<file path="src/rtl/md_pkg.sv">
// rtl/md_pkg.sv - shared op codes, FSM states, iteration counts and decode helpers for md_unit.
package md_pkg;

    localparam logic [4:0] OP_MUL    = 5'b01111;
    localparam logic [4:0] OP_MULH   = 5'b10000;
    localparam logic [4:0] OP_MULHSU = 5'b10001;
    localparam logic [4:0] OP_MULHU  = 5'b10010;
    localparam logic [4:0] OP_DIV    = 5'b10011;
    localparam logic [4:0] OP_DIVU   = 5'b10100;
    localparam logic [4:0] OP_REM    = 5'b10101;
    localparam logic [4:0] OP_REMU   = 5'b10110;
    localparam logic [4:0] OP_MULW   = 5'b10111;
    localparam logic [4:0] OP_DIVW   = 5'b11000;
    localparam logic [4:0] OP_DIVUW  = 5'b11001;
    localparam logic [4:0] OP_REMW   = 5'b11010;
    localparam logic [4:0] OP_REMUW  = 5'b11011;

    localparam int N_FULL = 64;
    localparam int N_WORD = 32;

    typedef enum logic [1:0] {
        S_IDLE,
        S_BUSY,
        S_DONE
    } state_t;

    // sa/sb: operand is interpreted as signed; hi: upper product half wanted.
    typedef struct packed {
        logic ok;
        logic mul;
        logic div;
        logic rem;
        logic hi;
        logic word;
        logic sa;
        logic sb;
    } op_info_t;

    function automatic op_info_t decode_op(input logic [4:0] op);
        op_info_t d;
        d = '0;
        case (op)
            OP_MUL:    begin d.ok = 1'b1; d.mul = 1'b1; d.sa = 1'b1; d.sb = 1'b1; end
            OP_MULH:   begin d.ok = 1'b1; d.mul = 1'b1; d.hi = 1'b1; d.sa = 1'b1; d.sb = 1'b1; end
            OP_MULHSU: begin d.ok = 1'b1; d.mul = 1'b1; d.hi = 1'b1; d.sa = 1'b1; end
            OP_MULHU:  begin d.ok = 1'b1; d.mul = 1'b1; d.hi = 1'b1; end
            OP_DIV:    begin d.ok = 1'b1; d.div = 1'b1; d.sa = 1'b1; d.sb = 1'b1; end
            OP_DIVU:   begin d.ok = 1'b1; d.div = 1'b1; end
            OP_REM:    begin d.ok = 1'b1; d.div = 1'b1; d.rem = 1'b1; d.sa = 1'b1; d.sb = 1'b1; end
            OP_REMU:   begin d.ok = 1'b1; d.div = 1'b1; d.rem = 1'b1; end
            OP_MULW:   begin d.ok = 1'b1; d.mul = 1'b1; d.word = 1'b1; d.sa = 1'b1; d.sb = 1'b1; end
            OP_DIVW:   begin d.ok = 1'b1; d.div = 1'b1; d.word = 1'b1; d.sa = 1'b1; d.sb = 1'b1; end
            OP_DIVUW:  begin d.ok = 1'b1; d.div = 1'b1; d.word = 1'b1; end
            OP_REMW:   begin d.ok = 1'b1; d.div = 1'b1; d.rem = 1'b1; d.word = 1'b1; d.sa = 1'b1; d.sb = 1'b1; end
            OP_REMUW:  begin d.ok = 1'b1; d.div = 1'b1; d.rem = 1'b1; d.word = 1'b1; end
            default:   d = '0;
        endcase
        return d;
    endfunction

    function automatic logic [63:0] sext32(input logic [31:0] v);
        return {{32{v[31]}}, v};
    endfunction

    function automatic logic [63:0] mul_format(input logic word, input logic hi, input logic [127:0] p);
        if (word)
            return sext32(p[31:0]);
        else if (hi)
            return p[127:64];
        return p[63:0];
    endfunction

endpackage

</file>
<file path="src/rtl/md_divider.sv">
// rtl/md_divider.sv - restoring divider on unsigned magnitudes, one quotient bit per step.
module md_divider
    import md_pkg::*;
(
    input  logic        clk,
    input  logic        rst,
    input  logic        start,
    input  logic        step,
    input  logic        word,
    input  logic [63:0] dividend,
    input  logic [63:0] divisor,
    output logic        done,
    output logic [63:0] quotient,
    output logic [63:0] remainder
);

    logic [63:0] rem_q;
    logic [63:0] quo_q;
    logic [63:0] dsr_q;
    logic [6:0]  cnt_q;
    logic [63:0] rem_src;
    logic [63:0] quo_src;
    logic [63:0] dsr_src;
    logic [64:0] rem_shift;
    logic [64:0] trial;

    // The start cycle already performs the first step straight from the inputs,
    // so the registers hold the final answer once the counter reaches zero.
    // Word ops park the 32-bit dividend in the top half so 32 steps consume it.
    always_comb begin
        rem_src   = start ? 64'd0 : rem_q;
        quo_src   = start ? (word ? {dividend[31:0], 32'd0} : dividend) : quo_q;
        dsr_src   = start ? divisor : dsr_q;
        rem_shift = {rem_src, quo_src[63]};
        trial     = rem_shift - {1'b0, dsr_src};
    end

    always_ff @(posedge clk) begin
        if (rst) begin
            rem_q <= '0;
            quo_q <= '0;
            dsr_q <= '0;
            cnt_q <= '0;
        end else if (start || step) begin
            rem_q <= trial[64] ? rem_shift[63:0] : trial[63:0];
            quo_q <= {quo_src[62:0], ~trial[64]};
            dsr_q <= dsr_src;
            cnt_q <= start ? (word ? 7'(N_WORD - 1) : 7'(N_FULL - 1)) : cnt_q - 7'd1;
        end
    end

    assign done      = (cnt_q == 7'd0);
    assign quotient  = quo_q;
    assign remainder = rem_q;

endmodule

</file>
<file path="src/rtl/md_unit.sv">
// rtl/md_unit.sv - iterative multiply/divide unit with IDLE/BUSY/DONE handshake.
// Define MD_FAST_MUL_EN to replace the shift-add multiplier with a single-cycle multiply.
module md_unit
    import md_pkg::*;
(
    input  logic        i_clk,
    input  logic        i_rst,
    input  logic        i_valid,
    input  logic [4:0]  i_alu_control,
    input  logic [63:0] i_src_a,
    input  logic [63:0] i_src_b,
    input  logic        i_kill,
    output logic        o_ready,
    output logic        o_busy,
    output logic        o_done,
    output logic [63:0] o_result
);

    state_t      state;
    op_info_t    info;
    logic [63:0] a_ext;
    logic [63:0] b_ext;
    logic [63:0] mag_a;
    logic [63:0] mag_b;
    logic [63:0] dividend_w;
    logic        neg_a;
    logic        neg_b;
    logic        div_zero;
    logic        div_ovf;
    logic        accept;
    logic        direct;
    logic [63:0] direct_result;

    logic        op_mul_q;
    logic        op_rem_q;
    logic        op_word_q;
    logic        neg_a_q;
    logic        neg_b_q;

    logic        div_start;
    logic        div_step;
    logic        div_done;
    logic [63:0] quotient;
    logic [63:0] remainder;
    logic [63:0] quo_fix;
    logic [63:0] rem_fix;
    logic [63:0] div_value;
    logic [63:0] div_res;

    logic        busy_last;
    logic [63:0] busy_result;

    always_comb begin
        info       = decode_op(i_alu_control);
        a_ext      = info.word ? {{32{info.sa & i_src_a[31]}}, i_src_a[31:0]} : i_src_a;
        b_ext      = info.word ? {{32{info.sb & i_src_b[31]}}, i_src_b[31:0]} : i_src_b;
        neg_a      = info.sa & a_ext[63];
        neg_b      = info.sb & b_ext[63];
        mag_a      = neg_a ? -a_ext : a_ext;
        mag_b      = neg_b ? -b_ext : b_ext;
        dividend_w = info.word ? sext32(i_src_a[31:0]) : i_src_a;
        div_zero   = (b_ext == 64'd0);
        div_ovf    = info.sa && (b_ext == '1) &&
                     (info.word ? (i_src_a[31:0] == 32'h8000_0000)
                                : (i_src_a == {1'b1, 63'd0}));
    end

    assign accept  = (state == S_IDLE) && i_valid && !i_kill && !i_rst;
    assign o_ready = (state == S_IDLE);
    assign o_busy  = (state == S_BUSY) || accept;

`ifndef MD_FAST_MUL_EN
    logic [127:0] acc_q;
    logic [127:0] mcand_q;
    logic [127:0] prod_fix;
    logic [63:0]  mplier_q;
    logic [6:0]   mul_cnt_q;
    logic         op_hi_q;
    logic         mul_start;
    logic         mul_step;

    assign mul_start = accept && !direct && info.mul;
    assign mul_step  = (state == S_BUSY) && op_mul_q && !i_kill && (mul_cnt_q != 7'd0);

    // Like the divider, the accepting edge performs the first shift-add step.
    always_ff @(posedge i_clk) begin
        if (i_rst) begin
            acc_q     <= '0;
            mcand_q   <= '0;
            mplier_q  <= '0;
            mul_cnt_q <= '0;
            op_hi_q   <= 1'b0;
        end else if (mul_start) begin
            acc_q     <= mag_b[0] ? {64'd0, mag_a} : 128'd0;
            mcand_q   <= {63'd0, mag_a, 1'b0};
            mplier_q  <= {1'b0, mag_b[63:1]};
            mul_cnt_q <= info.word ? 7'(N_WORD - 1) : 7'(N_FULL - 1);
            op_hi_q   <= info.hi;
        end else if (mul_step) begin
            acc_q     <= acc_q + (mplier_q[0] ? mcand_q : 128'd0);
            mcand_q   <= {mcand_q[126:0], 1'b0};
            mplier_q  <= {1'b0, mplier_q[63:1]};
            mul_cnt_q <= mul_cnt_q - 7'd1;
        end
    end

    assign prod_fix    = (neg_a_q ^ neg_b_q) ? -acc_q : acc_q;
    assign busy_last   = op_mul_q ? (mul_cnt_q == 7'd0) : div_done;
    assign busy_result = op_mul_q ? mul_format(op_word_q, op_hi_q, prod_fix) : div_res;
`else
    logic [127:0] fa;
    logic [127:0] fb;
    logic [127:0] fast_prod;

    // 65x65 signed product; the low 128 bits are all any result slice needs.
    assign fa          = {{64{info.sa & a_ext[63]}}, a_ext};
    assign fb          = {{64{info.sb & b_ext[63]}}, b_ext};
    assign fast_prod   = fa * fb;
    assign busy_last   = div_done;
    assign busy_result = div_res;
`endif

    always_comb begin
        direct        = 1'b1;
        direct_result = '0;
        if (!info.ok)
            direct_result = '0;
        else if (info.div && div_zero)
            direct_result = info.rem ? dividend_w : '1;
        else if (info.div && div_ovf)
            direct_result = info.rem ? 64'd0 : dividend_w;
`ifdef MD_FAST_MUL_EN
        else if (info.mul)
            direct_result = mul_format(info.word, info.hi, fast_prod);
`endif
        else
            direct = 1'b0;
    end

    assign div_start = accept && !direct && info.div;
    assign div_step  = (state == S_BUSY) && !op_mul_q && !i_kill && !div_done;

    md_divider u_divider (
        .clk       (i_clk),
        .rst       (i_rst),
        .start     (div_start),
        .step      (div_step),
        .word      (info.word),
        .dividend  (mag_a),
        .divisor   (mag_b),
        .done      (div_done),
        .quotient  (quotient),
        .remainder (remainder)
    );

    always_comb begin
        quo_fix   = (neg_a_q ^ neg_b_q) ? -quotient : quotient;
        rem_fix   = neg_a_q ? -remainder : remainder;
        div_value = op_rem_q ? rem_fix : quo_fix;
        div_res   = op_word_q ? sext32(div_value[31:0]) : div_value;
    end

    always_ff @(posedge i_clk) begin
        if (i_rst) begin
            state     <= S_IDLE;
            o_done    <= 1'b0;
            o_result  <= '0;
            op_mul_q  <= 1'b0;
            op_rem_q  <= 1'b0;
            op_word_q <= 1'b0;
            neg_a_q   <= 1'b0;
            neg_b_q   <= 1'b0;
        end else begin
            o_done <= 1'b0;
            case (state)
                S_IDLE: begin
                    if (accept) begin
                        op_mul_q  <= info.mul;
                        op_rem_q  <= info.rem;
                        op_word_q <= info.word;
                        neg_a_q   <= neg_a;
                        neg_b_q   <= neg_b;
                        if (direct) begin
                            state    <= S_DONE;
                            o_done   <= 1'b1;
                            o_result <= direct_result;
                        end else begin
                            state <= S_BUSY;
                        end
                    end
                end
                S_BUSY: begin
                    if (i_kill) begin
                        state <= S_IDLE;
                    end else if (busy_last) begin
                        state    <= S_DONE;
                        o_done   <= 1'b1;
                        o_result <= busy_result;
                    end
                end
                S_DONE:  state <= S_IDLE;
                default: state <= S_IDLE;
            endcase
        end
    end

endmodule

</file>
<file path="config.mk">
export PLATFORM = sky130hd
export DESIGN_NAME = md_unit
export DESIGN_NICKNAME = d
export VERILOG_FILES = /design/src/rtl/md_pkg.sv /design/src/rtl/md_divider.sv /design/src/rtl/md_unit.sv
export SDC_FILE = /design/constraint.sdc
export NUM_CORES = 2
export LEC_CHECK = 0
export CORE_MARGIN = 2
export CORE_UTILIZATION = 25
export CTS_BUF_LIST = sky130_fd_sc_hd__clkbuf_4
export CTS_CLUSTER_SIZE = 8
export DETAILED_ROUTE_END_ITERATION = 8
export GPL_ROUTABILITY_DRIVEN = 0
export PLACE_DENSITY_LB_ADDON = 0.2
export SETUP_SLACK_MARGIN = 0.4
export SLEW_MARGIN = 30
export SYNTH_ARGS = -nofsm -noshare
export SYNTH_HDL_FRONTEND = slang
export SYNTH_SLANG_ARGS = --single-unit
export TNS_END_PERCENT = 1
</file>
<file path="constraint.sdc">
create_clock -name i_clk -period 9.6 [get_ports i_clk]
set_input_delay 1.92 -clock i_clk [delete_from_list [all_inputs] [get_ports i_clk]]
set_output_delay 1.92 -clock i_clk [all_outputs]
set_load 0.01 [all_outputs]
</file>
# [Yosys cells after proc, flatten, opt, wreduce, memory -nomap -nowiden]
# Cells that the tools add are included.
[op_classes] n_reduce_logical=42 add_sub_neg=9 bitwise=6 eq_ne=22 mux=66
[ops] op="$mux W64" count=28
[ops] op="$mux W128" count=4
[ops] op="$neg A64 Y64" count=4
[ops] op="$mux W65" count=2
[ops] op="$add A128 B128 Y128" count=1
[ops] op="$eq A64 B64 Y1 const B" count=2
[ops] op="$neg A128 Y128" count=1
[ops] op="$pmux W64 S2" count=1
[ops] op="$mux W63" count=2
[ops] op="$sub A65 B64 Y65" count=1
[ops] op="$logic_not A64 Y1" count=1
[ops] op="$eq A5 B5 Y1 const B" count=12
[ops] op="$eq A32 B32 Y1 const B" count=1
[ops] op="$mux W7" count=3
[ops] op="$mux W1" count=19
[ops] op="$logic_and A1 B1 Y1" count=16
[ops] op="$reduce_or A8 Y1" count=2
[ops] op="$logic_not A7 Y1" count=2
[ops] op="$sub A7 B1 Y7 const B" count=2
[ops] op="$reduce_or A13 Y1" count=1
[ops] op="$reduce_or A5 Y1" count=2
[ops] op="$mux W2" count=4
[ops] op="$reduce_bool A7 Y1" count=1
[ops] op="$reduce_or A7 Y1" count=1
[ops] op="20 further kinds" count=32
[word_totals] ff_bits=597

# [Longest topological paths before layout]
[logic_depth] ltp_word=18 depth_mapped=31 ltp_nobuf=24

# [Hierarchy]
# Synthesis repeated with hierarchy kept, for this count alone.
[unflattened] hier_cells=6692 area_unflattened_um2=48407.7
[by_module_without_submodules] mod="md_unit" n_inst=1 cells_each=5107 area_per_inst_um2=35475.3
[by_module_without_submodules] mod="md_divider" n_inst=1 cells_each=1585 area_per_inst_um2=12932.4

# [Worst setup path before layout]
# No wires, ideal clock.
[synth_path] kind="in2reg" from="input i_src_b[12]" to="register u_divider.rem_q[4], in the netlist u_divider.remainder[4]" required_time_ps=9509 t_arrival_ps=7640 slack_ps=1869 setup_time_ps=91 cell_stages=27 path_cell_list="or4_4 > or4_4 > nor4_2 > nand3b_1 > or4_1 > buf_2 > nand2_2 > buf_2 > clkbuf_1 > clkbuf_1 > nor2_1 > a21oi_1 > ha_1 > clkbuf_1 > a21o_1 > a21o_1 > a21oi_1 > nand3b_1 > a21oi_1 > o21ai_0 > nand3b_1 > a31oi_1 > a21oi_1 > nand2b_2 > buf_4 > a2111o_1 > a311oi_1"
[synth_between] elab_chain_len=14 elab_cells_between_ends=21
[synth_lines] element="start, declared" line_no="md_unit.sv:11" rtl="input logic [63:0] i_src_b,"
[synth_lines] element="$mux W64 *" line_no="md_unit.sv:56" rtl="b_ext = info.word ? {{32{info.sb & i_src_b[31]}}, i_src_b[31:0]} : i_src_b;"
[synth_lines] element="parallel branches: the longest is 13 deep, another holds $sub A65 B64 Y65"
[synth_lines] element="end signal, assigned" line_no="md_divider.sv:45" rtl="rem_q <= trial[64] ? rem_shift[63:0] : trial[63:0];"
[synth_lines] element="end, declared" line_no="md_divider.sv:17" rtl="logic [63:0] rem_q;"
# Mark *: on every way between the ends.
# A chain may end at the register's enable or synchronous reset.

# [Final worst setup path]
[layout_path] from="input i_src_b[31]" to="register u_divider.rem_q[4], in the netlist u_divider.remainder[4]"
[layout_between] elab_chain_len=15 elab_cells_between_ends=23
[layout_lines] element="$and A1 B1 Y1" line_no="md_unit.sv:56"
[layout_lines] element="$mux W64 *" line_no="md_unit.sv:56"
[layout_lines] element="parallel branches: the longest is 13 deep, another holds $sub A65 B64 Y65"
# Marked as above.

==> summary.txt <==
Worst setup path
  – FF-to-FF Start: state[1]$_SDFFE_PP0P_
  – Critical path data required time: 10.68 ns
  – RR Endpoint: u_divider.remainder[26]$_SDFFE_PP0P_
  – End of the critical path: u_divider.remainder[4]$_SDFFE_PP0P_
  – Crit Path Max Fanout: 61
  – Crit. Startpoint: i_src_b[31]
  – FF-to-FF path depth: 21
  – Setup crit end kind: flip-flop
  – Setup CP Type: input pin to flip-flop
  – CP arrival: 9.81 ns
  – Reg-to-reg slack, setup: 2.97 ns
  – Setup crit start kind: input pin

Synth
  – Largest family of logic cells by synthesized area: compound AO/OA/AOI/OAI gates
  – Count leader, synth: nand2_1
  – XOR/XNOR Fraction of Synth Area: 0.0948
  – Compound-Gate Fraction of Synth Area: 0.294
  – Async SR Flop Fraction: 0
  – Post-synth EDFFs: 0
  – Yosys cell types: 103
  – #FFs+latches synth: 597
  – Synth Area in Adders: 0.0523
  – Ys flop type: dfxtp_1
  – Post-synth top area share: 0.245
  – Average size of a mapped cell: 7.17 um^2
  – Mux share of post-synthesis cell area: 0.0165
  – Synth area leader: dfxtp_1
  – Yosys warns: 0
  – Sequential share of the synthesized area: 0.245
  – Synth cell count leaders: nand2_1 (857), nor2_1 (715), a21oi_1 (705)
  – Post-Synth Simple-Gate Area: 0.250
  – Post-synthesis cell area: 48,800 um^2
  – Top area cells in the synthesized netlist: dfxtp_1 (25%), a21oi_1 (7.2%), nand2_1 (6.6%), nor2_1 (5.5%), ha_1 (5.1%)
  – Mapped Nets: 7,144
  – Post-synthesis instance total: 6,806

Power and ir drop
  – Peak VDD IR: 0.000137 V
  – Leakage power: 21.6 nW
  – Pwr per Cell Area: 133 nW/um^2
  – Total design power: 7.48 mW

Route
  – Routed vias: 54,700
  – Drt pass-1 iters: 9
  – Post-Route WL: 253,000 um
  – # DRC: 0
  – Initial DRC count: 6,699
  – DR WL/cell: 26.5 um
  – Routed vias/inst: 5.73
  – Final ANT Viol Nets: 0

Floorplanning
  – Die W: 446 um
  – Die height: 446 um
  – Rows: 162
  – Core area: 194,000 um^2
  – Die area: 199,000 um^2
  – I/O pin cnt: 204
  – Initial Util: 0.251

Clocking
  – Clock tree from TritonCTS: built
  – # hold bufs at CTS: 0
  – Insertion delay to the later sink of the worst-skew pair: 1.33 ns
  – CTS H-tree depth: 4
  – Setup bufs post-CTS: 0
  – CTS sink count: 597
  – Clock root buffer: clkbuf_4
  – Post_cts resized: 0
  – Reg clk slew, reported paths: 0.06 ns
  – Clk buf depth: 3
  – TritonCTS buffer count: 186

STA
  – Min Tclk post-route: 8.72 ns
  – Max Clk Rate: 115 MHz
  – Slew margin rel.: 0.195
  – Clk_skew: 0.168 ns
  – Worst setup margin: 0.878 ns
  – Final Slew Violations: 0
  – Post-route clock period utilization: 0.909
  – Final hold vios: 0
  – Finish-stage setup viols: 0
  – Unrepaired setup endpoints after global routing: no
  – Hold WS: 0.433 ns
  – Worst slew pin tran: 1.20 ns

Global route
  – Largest net degree at the start of global routing: 152
  – First-pass GRT wire length: 362,000 um
  – Initial antenna violation count: 24
  – Gr usage total: 0.246
  – Grt ovf: 0
  – Vias in the first global route: 50,600

Layout
  – P&R area growth vs syn: 15.0%
  – Reg area: 12,000 um^2
  – Multi-input gate area: 34,900 um^2
  – Design Area, Final: 56,100 um^2
  – # nets final: 7,182
  – Share of layout cells above drive strength 1: 0.0833
  – Filler instances: 21,300

Placed design
  – Placed Area: 53,600 um^2
  – Port Buffer Count: 203
  – Dpl hpwl: 195,000 um
  – Place WS: -0.330 ns

Min path
  – Hold WC Path Type: flip-flop to flip-flop

Job
  – MaxCap Viol Count: 0

Run status
  – Status: finished clean
[worst min path at each step]
stage | end | slack (ns) | from | depth (start not counted)
3_5_place_dp | mcand_q[127]$_SDFFE_PP0P_ | 0.45 | mcand_q[127]$_SDFFE_PP0P_ | 2
4_1_cts | mcand_q[125]$_SDFFE_PP0P_ | 0.45 | mcand_q[124]$_SDFFE_PP0P_ | 2
5_1_grt | mcand_q[125]$_SDFFE_PP0P_ | 0.46 | mcand_q[124]$_SDFFE_PP0P_ | 2
2_1_floorplan | mcand_q[127]$_SDFFE_PP0P_ | 0.44 | mcand_q[127]$_SDFFE_PP0P_ | 2
3_3_place_gp | mcand_q[127]$_SDFFE_PP0P_ | 0.44 | mcand_q[127]$_SDFFE_PP0P_ | 2
6_report | mcand_q[125]$_SDFFE_PP0P_ | 0.43 | mcand_q[124]$_SDFFE_PP0P_ | 2
[state kept, by name, summed over array words and instances, names as in the netlist]
| name | flops |
|---|---|
| op_word_q | 1 |
| u_divider.cnt_q | 7 |
| mul_cnt_q | 7 |
| neg_b_q | 1 |
| op_hi_q | 1 |
| op_mul_q | 1 |
| mcand_q | 127 |
| acc_q | 128 |
| u_divider.remainder | 64 |
| mplier_q | 63 |
| u_divider.dsr_q | 64 |
| neg_a_q | 1 |
| o_done | 1 |
| op_rem_q | 1 |
| state | 2 |
| o_result | 64 |
| u_divider.quotient | 64 |
[layout make-up]
cell class | count | area share
antenna | 15 | 0.000669
clock buffer | 266 | 0.0356
clock inverter | 62 | 0.00647
inverter | 101 | 0.00676
multi-input combinational | 5597 | 0.622
sequential | 597 | 0.213
tap | 2542 | 0.0567
timing repair buffer | 361 | 0.0589
[power by group]
| group | total, mW | internal (mW) | switching (mW) |
|---|---|---|---|
| sequential | 2.59 | 2.52 | 0.0709 |
| clock | 2.71 | 1.37 | 1.34 |
| combinational | 2.17 | 0.689 | 1.48 |
[per-layer routing]
| layer | up-vias | wire length (um) | track usage |
|---|---|---|---|
| met5 | - | 98 | 0 |
| met4 | 14 | 16700 | 0.148 |
| met3 | 612 | 22200 | 0.0574 |
| met2 | 2743 | 107000 | 0.366 |
| met1 | 26300 | 106000 | 0.321 |
| li1 | 25000 | - | - |
[stage by stage]
step / cells / setup TNS (ns) / utilization
finish: 9541 / 0 / 0.289
global route: 9534 / 0 / 0.289
CTS: 9525 / 0 / 0.288
detailed placement: 9197 / -11.35 / 0.276
global placement: 9193 / -9.29 / 0.275
floorplan: 6806 / 0 / -
[critical path, cell delays in order]
cell and delay, ns:
clkdlybuf4s50_1 0.69, nor3_1 0.81, o311ai_0 0.45, buf_4 0.29, nor4_2 0.51, nand3b_1 0.20, or4_1 0.84, nand2_8 0.37
buf_12 0.30, nor2_1 0.09, a21oi_1 0.20, ha_1 0.28, a21o_1 0.18, a21o_1 0.17, a21oi_1 0.21, nand3b_1 0.14
a21oi_1 0.08, o21ai_0 0.19, nand3b_1 0.10, a31oi_1 0.38, a21oi_1 0.16, nand2b_2 0.24, buf_12 0.20, a2111o_1 0.43
a311oi_1 0.28
[logic make-up after synthesis]
group / Yosys count
fa+ha+maj: 203
compound gates: 2215
buf+inv: 612
simple gates: 2571
mux: 80
xor+xnor: 528
flops: 597
[layout by cell type, fill, tap and decap left out, drive strengths merged, types with 138 or more instances in the layout]
cell type      instances
ha                   199
nor2                 715
a21o                 138
a21oi                706
dfxtp                597
nor3                 161
clkdlybuf4s50        202
xnor2                275
a22oi                144
clkbuf               266
o21ai                399
buf                  159
xor2                 253
and2                 204
nand2                858
No activity file was read; power rests on OpenSTA's default activity.
